`src/rtl/breadboard_sweep.sv`:
```
// Sweeps the four breadboard inputs through all 16 combinations, captures the
// ten outputs per vector into a truth table and folds them into a rotating signature.
module breadboard_sweep #(
    parameter int SETTLE = 2
) (
    input  logic        clk,
    input  logic        rst,
    input  logic        start,
    output logic        w,
    output logic        x,
    output logic        y,
    output logic        z,
    input  logic [9:0]  f,
    output logic        busy,
    output logic        done,
    output logic [15:0] sig,
    input  logic [3:0]  rd_addr,
    output logic [9:0]  rd_data
);

    localparam logic [7:0] SETTLE_C = 8'(SETTLE);

    typedef enum logic [1:0] {
        IDLE = 2'd0,
        RUN  = 2'd1,
        DONE = 2'd2
    } state_t;

    state_t      state_reg;
    logic [3:0]  vec_reg;
    logic [3:0]  drive_reg;
    logic [7:0]  cnt_reg;
    logic        busy_reg;
    logic        done_reg;
    logic [15:0] sig_reg;
    logic [9:0]  rd_data_reg;
    logic [9:0]  mem [16];
    logic        capture;

    assign capture      = (state_reg == RUN) && (cnt_reg == SETTLE_C);
    assign {w, x, y, z} = drive_reg;
    assign busy         = busy_reg;
    assign done         = done_reg;
    assign sig          = sig_reg;
    assign rd_data      = rd_data_reg;

    always_ff @(posedge clk) begin
        if (rst) begin
            state_reg <= IDLE;
            vec_reg   <= 4'd0;
            drive_reg <= 4'd0;
            cnt_reg   <= 8'd0;
            busy_reg  <= 1'b0;
            done_reg  <= 1'b0;
            sig_reg   <= 16'd0;
        end else begin
            case (state_reg)
                IDLE, DONE: begin
                    if (start) begin
                        vec_reg   <= 4'd0;
                        drive_reg <= 4'd0;
                        cnt_reg   <= 8'd0;
                        sig_reg   <= 16'd0;
                        done_reg  <= 1'b0;
                        busy_reg  <= 1'b1;
                        state_reg <= RUN;
                    end
                end
                RUN: begin
                    if (!capture) begin
                        cnt_reg <= cnt_reg + 8'd1;
                    end else begin
                        sig_reg <= {sig_reg[14:0], sig_reg[15]} ^ {6'b0, f};
                        if (vec_reg == 4'd15) begin
                            busy_reg  <= 1'b0;
                            done_reg  <= 1'b1;
                            drive_reg <= 4'd0;
                            state_reg <= DONE;
                        end else begin
                            // drive tracks vec so the new vector is on the pins the cycle after capture
                            vec_reg   <= vec_reg + 4'd1;
                            drive_reg <= vec_reg + 4'd1;
                            cnt_reg   <= 8'd0;
                        end
                    end
                end
                default: state_reg <= IDLE;
            endcase
        end
    end

    // Per-entry registers so rst can clear the whole table in one cycle.
    generate
        for (genvar gi = 0; gi < 16; gi++) begin : g_mem
            always_ff @(posedge clk) begin
                if (rst)
                    mem[gi] <= 10'd0;
                else if (capture && (vec_reg == 4'(gi)))
                    mem[gi] <= f;
            end
        end
    endgenerate

    // Read sees the pre-capture contents on a same-address collision.
    always_ff @(posedge clk) begin
        if (rst)
            rd_data_reg <= 10'd0;
        else
            rd_data_reg <= mem[rd_addr];
    end

endmodule

```
`config.mk`:
```
export PLATFORM = sky130hd
export DESIGN_NAME = breadboard_sweep
export DESIGN_NICKNAME = d
export VERILOG_FILES = /design/src/rtl/breadboard_sweep.sv
export SDC_FILE = /design/constraint.sdc
export NUM_CORES = 1
export LEC_CHECK = 0
export CAP_MARGIN = 40
export CELL_PAD_IN_SITES_DETAIL_PLACEMENT = 2
export CELL_PAD_IN_SITES_GLOBAL_PLACEMENT = 2
export CORE_MARGIN = 3
export CORE_UTILIZATION = 43
export DETAILED_ROUTE_END_ITERATION = 7
export PLACE_DENSITY = 0.78
export SLEW_MARGIN = 0
export SYNTH_ARGS = -nofsm -noshare
export SYNTH_HDL_FRONTEND = slang
export SYNTH_SLANG_ARGS = --single-unit
```
`constraint.sdc`:
```
create_clock -name clk -period 2.5 [get_ports clk]
set_input_delay 0.25 -clock clk [delete_from_list [all_inputs] [get_ports clk]]
set_output_delay 0.25 -clock clk [all_outputs]
set_load 0.005 [all_outputs]
```
==> impl_metrics.env, run 1 <==
export IMPL_fin_nets=763
export IMPL_drt_iter0_markers=339
export IMPL_critPathKind="flop to flop"
export IMPL_fmax_ghz=0.4398
export IMPL_die_x_um=153.8
export IMPL_routed_top_layer="met5"
export IMPL_period_needed_ns=2.274
export IMPL_grt_max_degree=38
export IMPL_endpoint_kind="flop"
export IMPL_vias_per_cell=5.812
export IMPL_p_leak_nw=4.002
export IMPL_start_util_pct=44.27
export IMPL_io_buffers=48
export IMPL_core_mm2=0.02122
export IMPL_hold_viol=0
export IMPL_min_from="rst"
export IMPL_finalSetupViolCount=0
export IMPL_tns_ns=0
export IMPL_avgSynthCellArea_um2=13.35
export IMPL_synth_cell_type_count=47
export IMPL_slew_viol_final=0
export IMPL_grt_pass1_vias=6726
export IMPL_async_reset_ff_share_pct=0
export IMPL_p_int_mw=5.760
export IMPL_wl_met2_mm=14.81
export IMPL_multi_input_area_mm2=0.003402
export IMPL_crit_start="cnt_reg[0]"
export IMPL_clkPwrFrac_pct=41.4
export IMPL_slew_headroom_pct=43.45
export IMPL_ys_flop_type="edfxtp_1"
export IMPL_overflow=0
export IMPL_grt_pass1_wl_mm=43.84
export IMPL_skew_ns=0.01762
export IMPL_cts_buffers=23
export IMPL_m1WireLength_mm=11.81
export IMPL_required_ns=2.67
export IMPL_power_per_cell_area_mw_per_mm2=696.8
export IMPL_reg2reg_depth=6
export IMPL_ys_ff_latch=206
export IMPL_power_frac_seq_pct=51.1
export IMPL_synth_cell_area_mm2=0.009395
export IMPL_largest_reg_flops=160
export IMPL_ir_drop_mv=0.4342
export IMPL_critPathMaxFanout=16
export IMPL_p_comb_share_pct=7.5
export IMPL_maxCapViolations=0
export IMPL_synth_edff_count=160
export IMPL_post_route_period_util_pct=90.94
export IMPL_ctsHoldBuffers=0
export IMPL_grt_usage_pct=24.52
export IMPL_switchingPower_mw=1.766
export IMPL_start_kind="flop"
export IMPL_drc=0
export IMPL_cts_root_buffer="clkbuf_16"
export IMPL_hold_path_depth=2
export IMPL_clk_latency_ns=0.52
export IMPL_areaGrowthSynthToFinish_pct=14.97
export IMPL_rsz0062_at_grt="no"
export IMPL_nFillCells=2036
export IMPL_routed_wl_mm=28.88
export IMPL_antenna_left=0
export IMPL_die_area_mm2=0.02366
export IMPL_switching_share_pct=23.47
export IMPL_drt_pass1_iterations=4
export IMPL_clockBufferDepth=3
export IMPL_routed_via_count=5992
export IMPL_final_cells=1031
export IMPL_rows=53
export IMPL_synthesis_nets=727
export IMPL_rr_startpoint="cnt_reg[0]"
export IMPL_drive_above_1_share_pct=15.08
export IMPL_status="finished clean"
export IMPL_dp_cells=990
export IMPL_worstPathArrival_ns=2.44
export IMPL_regArea_mm2=0.005725
export IMPL_diodes=0
export IMPL_clk_pin_slew_worst_paths_ns=0.06
export IMPL_gp_congestion=0.8035
export IMPL_cts_htree_levels=1
export IMPL_fp_dieH_um=153.8
export IMPL_yosysWarnings=0
export IMPL_cts_sinks=206
export IMPL_yosysSeqAreaShare_pct=60.94
export IMPL_cts_tree="built"
export IMPL_syn_inst=704
export IMPL_antenna_found_initial=1
export IMPL_wire_per_inst_um=28.01
export IMPL_dp_hpwl_mm=19.25
export IMPL_worst_slew_pin_slew_ns=0.8456
export IMPL_finalHoldWorstSlack_ns=0.1517
export IMPL_hold_class="primary input to flop"
export IMPL_io_pins=49
export IMPL_dr_wl_met3_mm=1.084
[area by class of cell]
type	count	area share [%]
Sequential cell	206	53.01
Tap cell	275	3.185
Clock buffer	32	5.826
Timing Repair Buffer	68	5.977
Inverter	4	0.1390
Clock inverter	9	0.3707
Multi-Input combinational cell	437	31.50
[path summary, 6_finish.rpt]
path	end	slack (ns)
min	state_reg[1]	0.15
min reg2reg	drive_reg[2]	0.47
max reg2reg	mem[10][5]	0.23
max	mem[10][5]	0.23
[logic make-up after synthesis]
| kind of cell | after synthesis | synth area share, % |
|---|---|---|
| AOI/OAI and AO/OA | 81 | 6.179 |
| xor gates and xnor gates | 17 | 1.585 |
| adders and majority gates | 6 | 0.7990 |
| buffers and inverters | 61 | 3.050 |
| DFF | 206 | 60.94 |
| muxes | 53 | 10.04 |
| and+or+nand+nor | 280 | 17.41 |
[synth_stat cells, types with 2 or more instances]
library cell	count	share of area [%]
clkbuf_1	26	1.0
a31o_2	15	1.4
a221o_1	4	0.43
nand4_1	4	0.27
buf_2	10	0.53
buf_1	4	0.16
a21oi_1	27	1.4
mux4_2	33	7.9
a211oi_1	2	0.16
dfxtp_1	46	9.8
edfxtp_1	160	51
nand3_1	26	1.4
a22o_1	4	0.37
nand2b_1	4	0.27
nor2b_1	6	0.40
nand2_1	27	1.1
or2_2	2	0.13
a32oi_1	3	0.28
a22oi_1	4	0.32
inv_1	4	0.16
nor2_1	19	0.76
and2_1	162	11
o2111ai_1	2	0.19
ha_1	6	0.80
xor2_1	13	1.2
and3_1	20	1.3
o22ai_1	4	0.27
xnor2_1	4	0.37
o21ai_0	7	0.37
clkbuf_2	9	0.48
o211ai_1	3	0.24
or3_1	4	0.27
mux2i_1	20	2.1
buf_4	7	0.56
[critical path: stages (launching register included)]
cell     delay (ns)
dfxtp_1        0.34
inv_1          0.08
ha_1           0.13
or4b_4         0.54
nor3_2         0.14
buf_4          0.28
a31o_2         0.41
[power by group through the flow]
| stage | sequential [mW] | clock (mW) | combinational, mW |
|---|---|---|---|
| after floorplan | 3.89 | 0 | 0.303 |
| after global placement | 3.91 | 0 | 0.527 |
| after detailed placement | 3.92 | 0 | 0.555 |
| after CTS | 3.85 | 3.15 | 0.565 |
| after global routing | 3.86 | 3.29 | 0.598 |
| final | 3.85 | 3.12 | 0.561 |
[routing by layer]
metal  GRT usage, %  vias to the layer above
li1               -                     2640
met1          30.42                     3142
met2          43.66                      145
met3          3.715                       63
met4          8.747                        2
met5              0                        -
[per-stage QoR]
step	area [um2]	setup slack [ns]	power (mW)	util, %
floorplan	9395	0.3268	4.192	-
global placement	10110	0.2351	4.434	47.66
detailed placement	10110	0.1026	4.474	47.66
CTS	10780	0.04160	7.567	50.81
global route	10800	0.1174	7.747	50.90
finish	10800	0.2265	7.526	50.90
[layout by cell type (no fill, tap or decap), types with 3 or more instances in the layout]
master / instances
and2_1: 162
edfxtp_1: 160
dfxtp_1: 46
clkdlybuf4s50_1: 46
mux4_2: 33
nand2_1: 27
a21oi_1: 27
nand3_1: 26
clkbuf_16: 23
mux2i_1: 20
nor2_1: 19
buf_4: 18
and3_1: 15
a31o_2: 14
xor2_1: 13
o21ai_0: 7
clkbuf_1: 7
nor2b_1: 6
ha_1: 6
and3_2: 5
clkinv_2: 5
inv_1: 4
nand2b_1: 4
or3_1: 4
a22oi_1: 4
a22o_1: 4
a221o_1: 4
xnor2_1: 4
o22ai_1: 4
nand4_1: 4
clkinv_1: 4
a32oi_1: 3
o211ai_1: 3
[timing repair]
item,4_1_cts,5_1_grt
setup endpoints to repair,0,50
buffers inserted,0,0
gates resized for setup,0,7
No activity file was read; power rests on OpenSTA's default activity.
==> run 2, diff against run 1 <==
--- a/config.mk
+++ b/config.mk
@@ -6,10 +6,10 @@
 export NUM_CORES = 1
 export LEC_CHECK = 0
 export CAP_MARGIN = 40
-export CELL_PAD_IN_SITES_DETAIL_PLACEMENT = 2
-export CELL_PAD_IN_SITES_GLOBAL_PLACEMENT = 2
+export CELL_PAD_IN_SITES_DETAIL_PLACEMENT = 0
+export CELL_PAD_IN_SITES_GLOBAL_PLACEMENT = 1
 export CORE_MARGIN = 3
-export CORE_UTILIZATION = 43
+export CORE_UTILIZATION = 50
 export DETAILED_ROUTE_END_ITERATION = 7
 export PLACE_DENSITY = 0.78
 export SLEW_MARGIN = 0
==> impl_metrics.env, run 2 (synthesis gave the netlist of run 1 again) <==
export IMPL_dp_cells=943
export IMPL_post_route_period_util_pct=94.47
export IMPL_status="finished clean"
export IMPL_path_buf_inv=2
export IMPL_wire_per_inst_um=22.30
export IMPL_path_cells="inv_1 > ha_1 > or4b_1 > nor4_4 > buf_4 > and3_1 > and2_1"
export IMPL_p_total_mw=7.516
export IMPL_multi_input_area_mm2=0.003383
export IMPL_fin_util_pct=59.07
export IMPL_dp_hpwl_mm=15.00
export IMPL_grt_pass1_wl_mm=34.11
export IMPL_core_mm2=0.01821
export IMPL_rsz0062_at_grt="no"
export IMPL_overflow=0
export IMPL_switchingPower_mw=1.643
export IMPL_p_leak_nw=4.004
export IMPL_switching_share_pct=21.86
export IMPL_hold_viol=0
export IMPL_critPathKind="flop to flop"
export IMPL_postCtsSetupRepairBufs=0
export IMPL_io_buffers=48
export IMPL_ctsHoldBuffers=0
export IMPL_cts_resized=0
export IMPL_hold_path_endpoint="rd_data[5]"
export IMPL_start_kind="flop"
export IMPL_grt_max_degree=38
export IMPL_fmax_ghz=0.4234
export IMPL_cts_sinks=206
export IMPL_slew_headroom_pct=41.48
export IMPL_slowest_delay_ns=0.62
export IMPL_clk_latency_ns=0.50
export IMPL_worstPathArrival_ns=2.73
export IMPL_maxCapViolations=0
export IMPL_p_comb_share_pct=7.0
export IMPL_p_int_mw=5.873
export IMPL_drc=0
export IMPL_drt_pass1_iterations=6
export IMPL_antenna_left=0
export IMPL_clk_pin_slew_worst_paths_ns=0.06
export IMPL_power_frac_seq_pct=51.0
export IMPL_diodes=0
export IMPL_endpoint_kind="flop"
export IMPL_hold_path_depth=3
export IMPL_largest_reg_flops=160
export IMPL_areaGrowthSynthToFinish_pct=14.48
export IMPL_die_x_um=143.1
export IMPL_slew_viol_final=0
export IMPL_required_ns=2.86
export IMPL_reg2reg_depth=7
export IMPL_r2r_setup_slack_ns=0.14
export IMPL_power_per_cell_area_mw_per_mm2=698.8
export IMPL_regArea_mm2=0.005725
export IMPL_grt_usage_pct=21.87
export IMPL_skew_ns=0.01165
export IMPL_slowest_stage="or4b_1"
export IMPL_worst_slew_pin_slew_ns=0.8751
export IMPL_cts_root_buffer="clkbuf_16"
export IMPL_vias_per_cell=5.872
export IMPL_die_area_mm2=0.02047
export IMPL_grt_pass1_vias=5797
export IMPL_cts_tree="built"
export IMPL_cts_buffers=22
export IMPL_layout_commonest_cell="and2_1"
export IMPL_rr_startpoint="cnt_reg[0]"
export IMPL_routed_via_count=5772
export IMPL_fin_nets=761
export IMPL_r2r_end="mem[9][7]"
export IMPL_rows=49
export IMPL_clockBufferDepth=3
export IMPL_drive_above_1_share_pct=14.46
export IMPL_io_pins=49
export IMPL_fp_dieH_um=143.1
export IMPL_start_util_pct=51.60
export IMPL_gp_congestion=0.7857
export IMPL_period_needed_ns=2.362
export IMPL_nFillCells=1431
export IMPL_hold_class="primary input to flop"
export IMPL_min_from="rst"
export IMPL_tns_ns=0
export IMPL_critPathMaxFanout=19
export IMPL_layout_common_cells="162 x and2_1, 160 x edfxtp_1, 46 x dfxtp_1, 46 x clkdlybuf4s50_1, 33 x mux4_2"
export IMPL_finalSetupViolCount=0
export IMPL_final_cells=983
export IMPL_routed_wl_mm=21.92
export IMPL_cts_htree_levels=1
export IMPL_ir_drop_mv=0.5094
export IMPL_clkPwrFrac_pct=41.9
export IMPL_drt_iter0_markers=528
export IMPL_cp_top_family="simple AND/OR/NAND/NOR gates"
export IMPL_antenna_found_initial=1
## run 2: worst max path at each step
| stage | start | endpoint | slack [ns] | cells past startpoint |
|---|---|---|---|---|
| finish | cnt_reg[0] | mem[9][7] | 0.14 | 7 |
| global route | cnt_reg[0] | mem[9][7] | 0.002 | 7 |
| CTS | cnt_reg[0] | mem[8][8] | 0.13 | 7 |
| detailed placement | cnt_reg[0] | mem[8][9] | 0.15 | 7 |
| global placement | cnt_reg[0] | mem[9][2] | 0.21 | 7 |
| floorplan | cnt_reg[0] | mem[0][0] | 0.33 | 7 |
## run 2: area by class of cell
class | count | area share, %
multi-input cells | 437 | 31.46
clock buffers | 29 | 5.840
repair buffers | 67 | 5.933
clock inverters | 11 | 0.7329
inverters | 4 | 0.1396
well taps | 229 | 2.664
flip-flops and latches | 206 | 53.23
## run 2: metrics by stage
stage	hold slack, ns	cell area [um2]	setup slack (ns)
after CTS	0.3011	10760	0.1277
after global routing	0.3261	10760	0.002429
after global placement	0.4397	10050	0.2123
after detailed placement	0.4512	10050	0.1497
final	0.3123	10760	0.1382
after floorplan	0.4361	9395	0.3268
## run 2: worst min-delay path: stages
cell	delay, ns
buf_2	0.26
or2_2	0.19
o22ai_1	0.06
## run 2: metal layers
metal / global-route usage [%] / routed length, um / up-vias
met5: 0 / 12 / -
met2: 36.62 / 10710 / 194
met3: 3.985 / 1354 / 46
li1: - / - / 2635
met1: 29.39 / 9174 / 2895
met4: 6.503 / 673 / 2
## run 2: power groups by stage
stage               registers [mW]  clock network, mW  logic (mW)
floorplan                     3.89                  0       0.303
global placement              3.90                  0       0.521
detailed placement            3.91                  0       0.528
CTS                           3.84               3.19       0.531
global route                  3.84               3.36       0.562
finish                        3.84               3.15       0.527
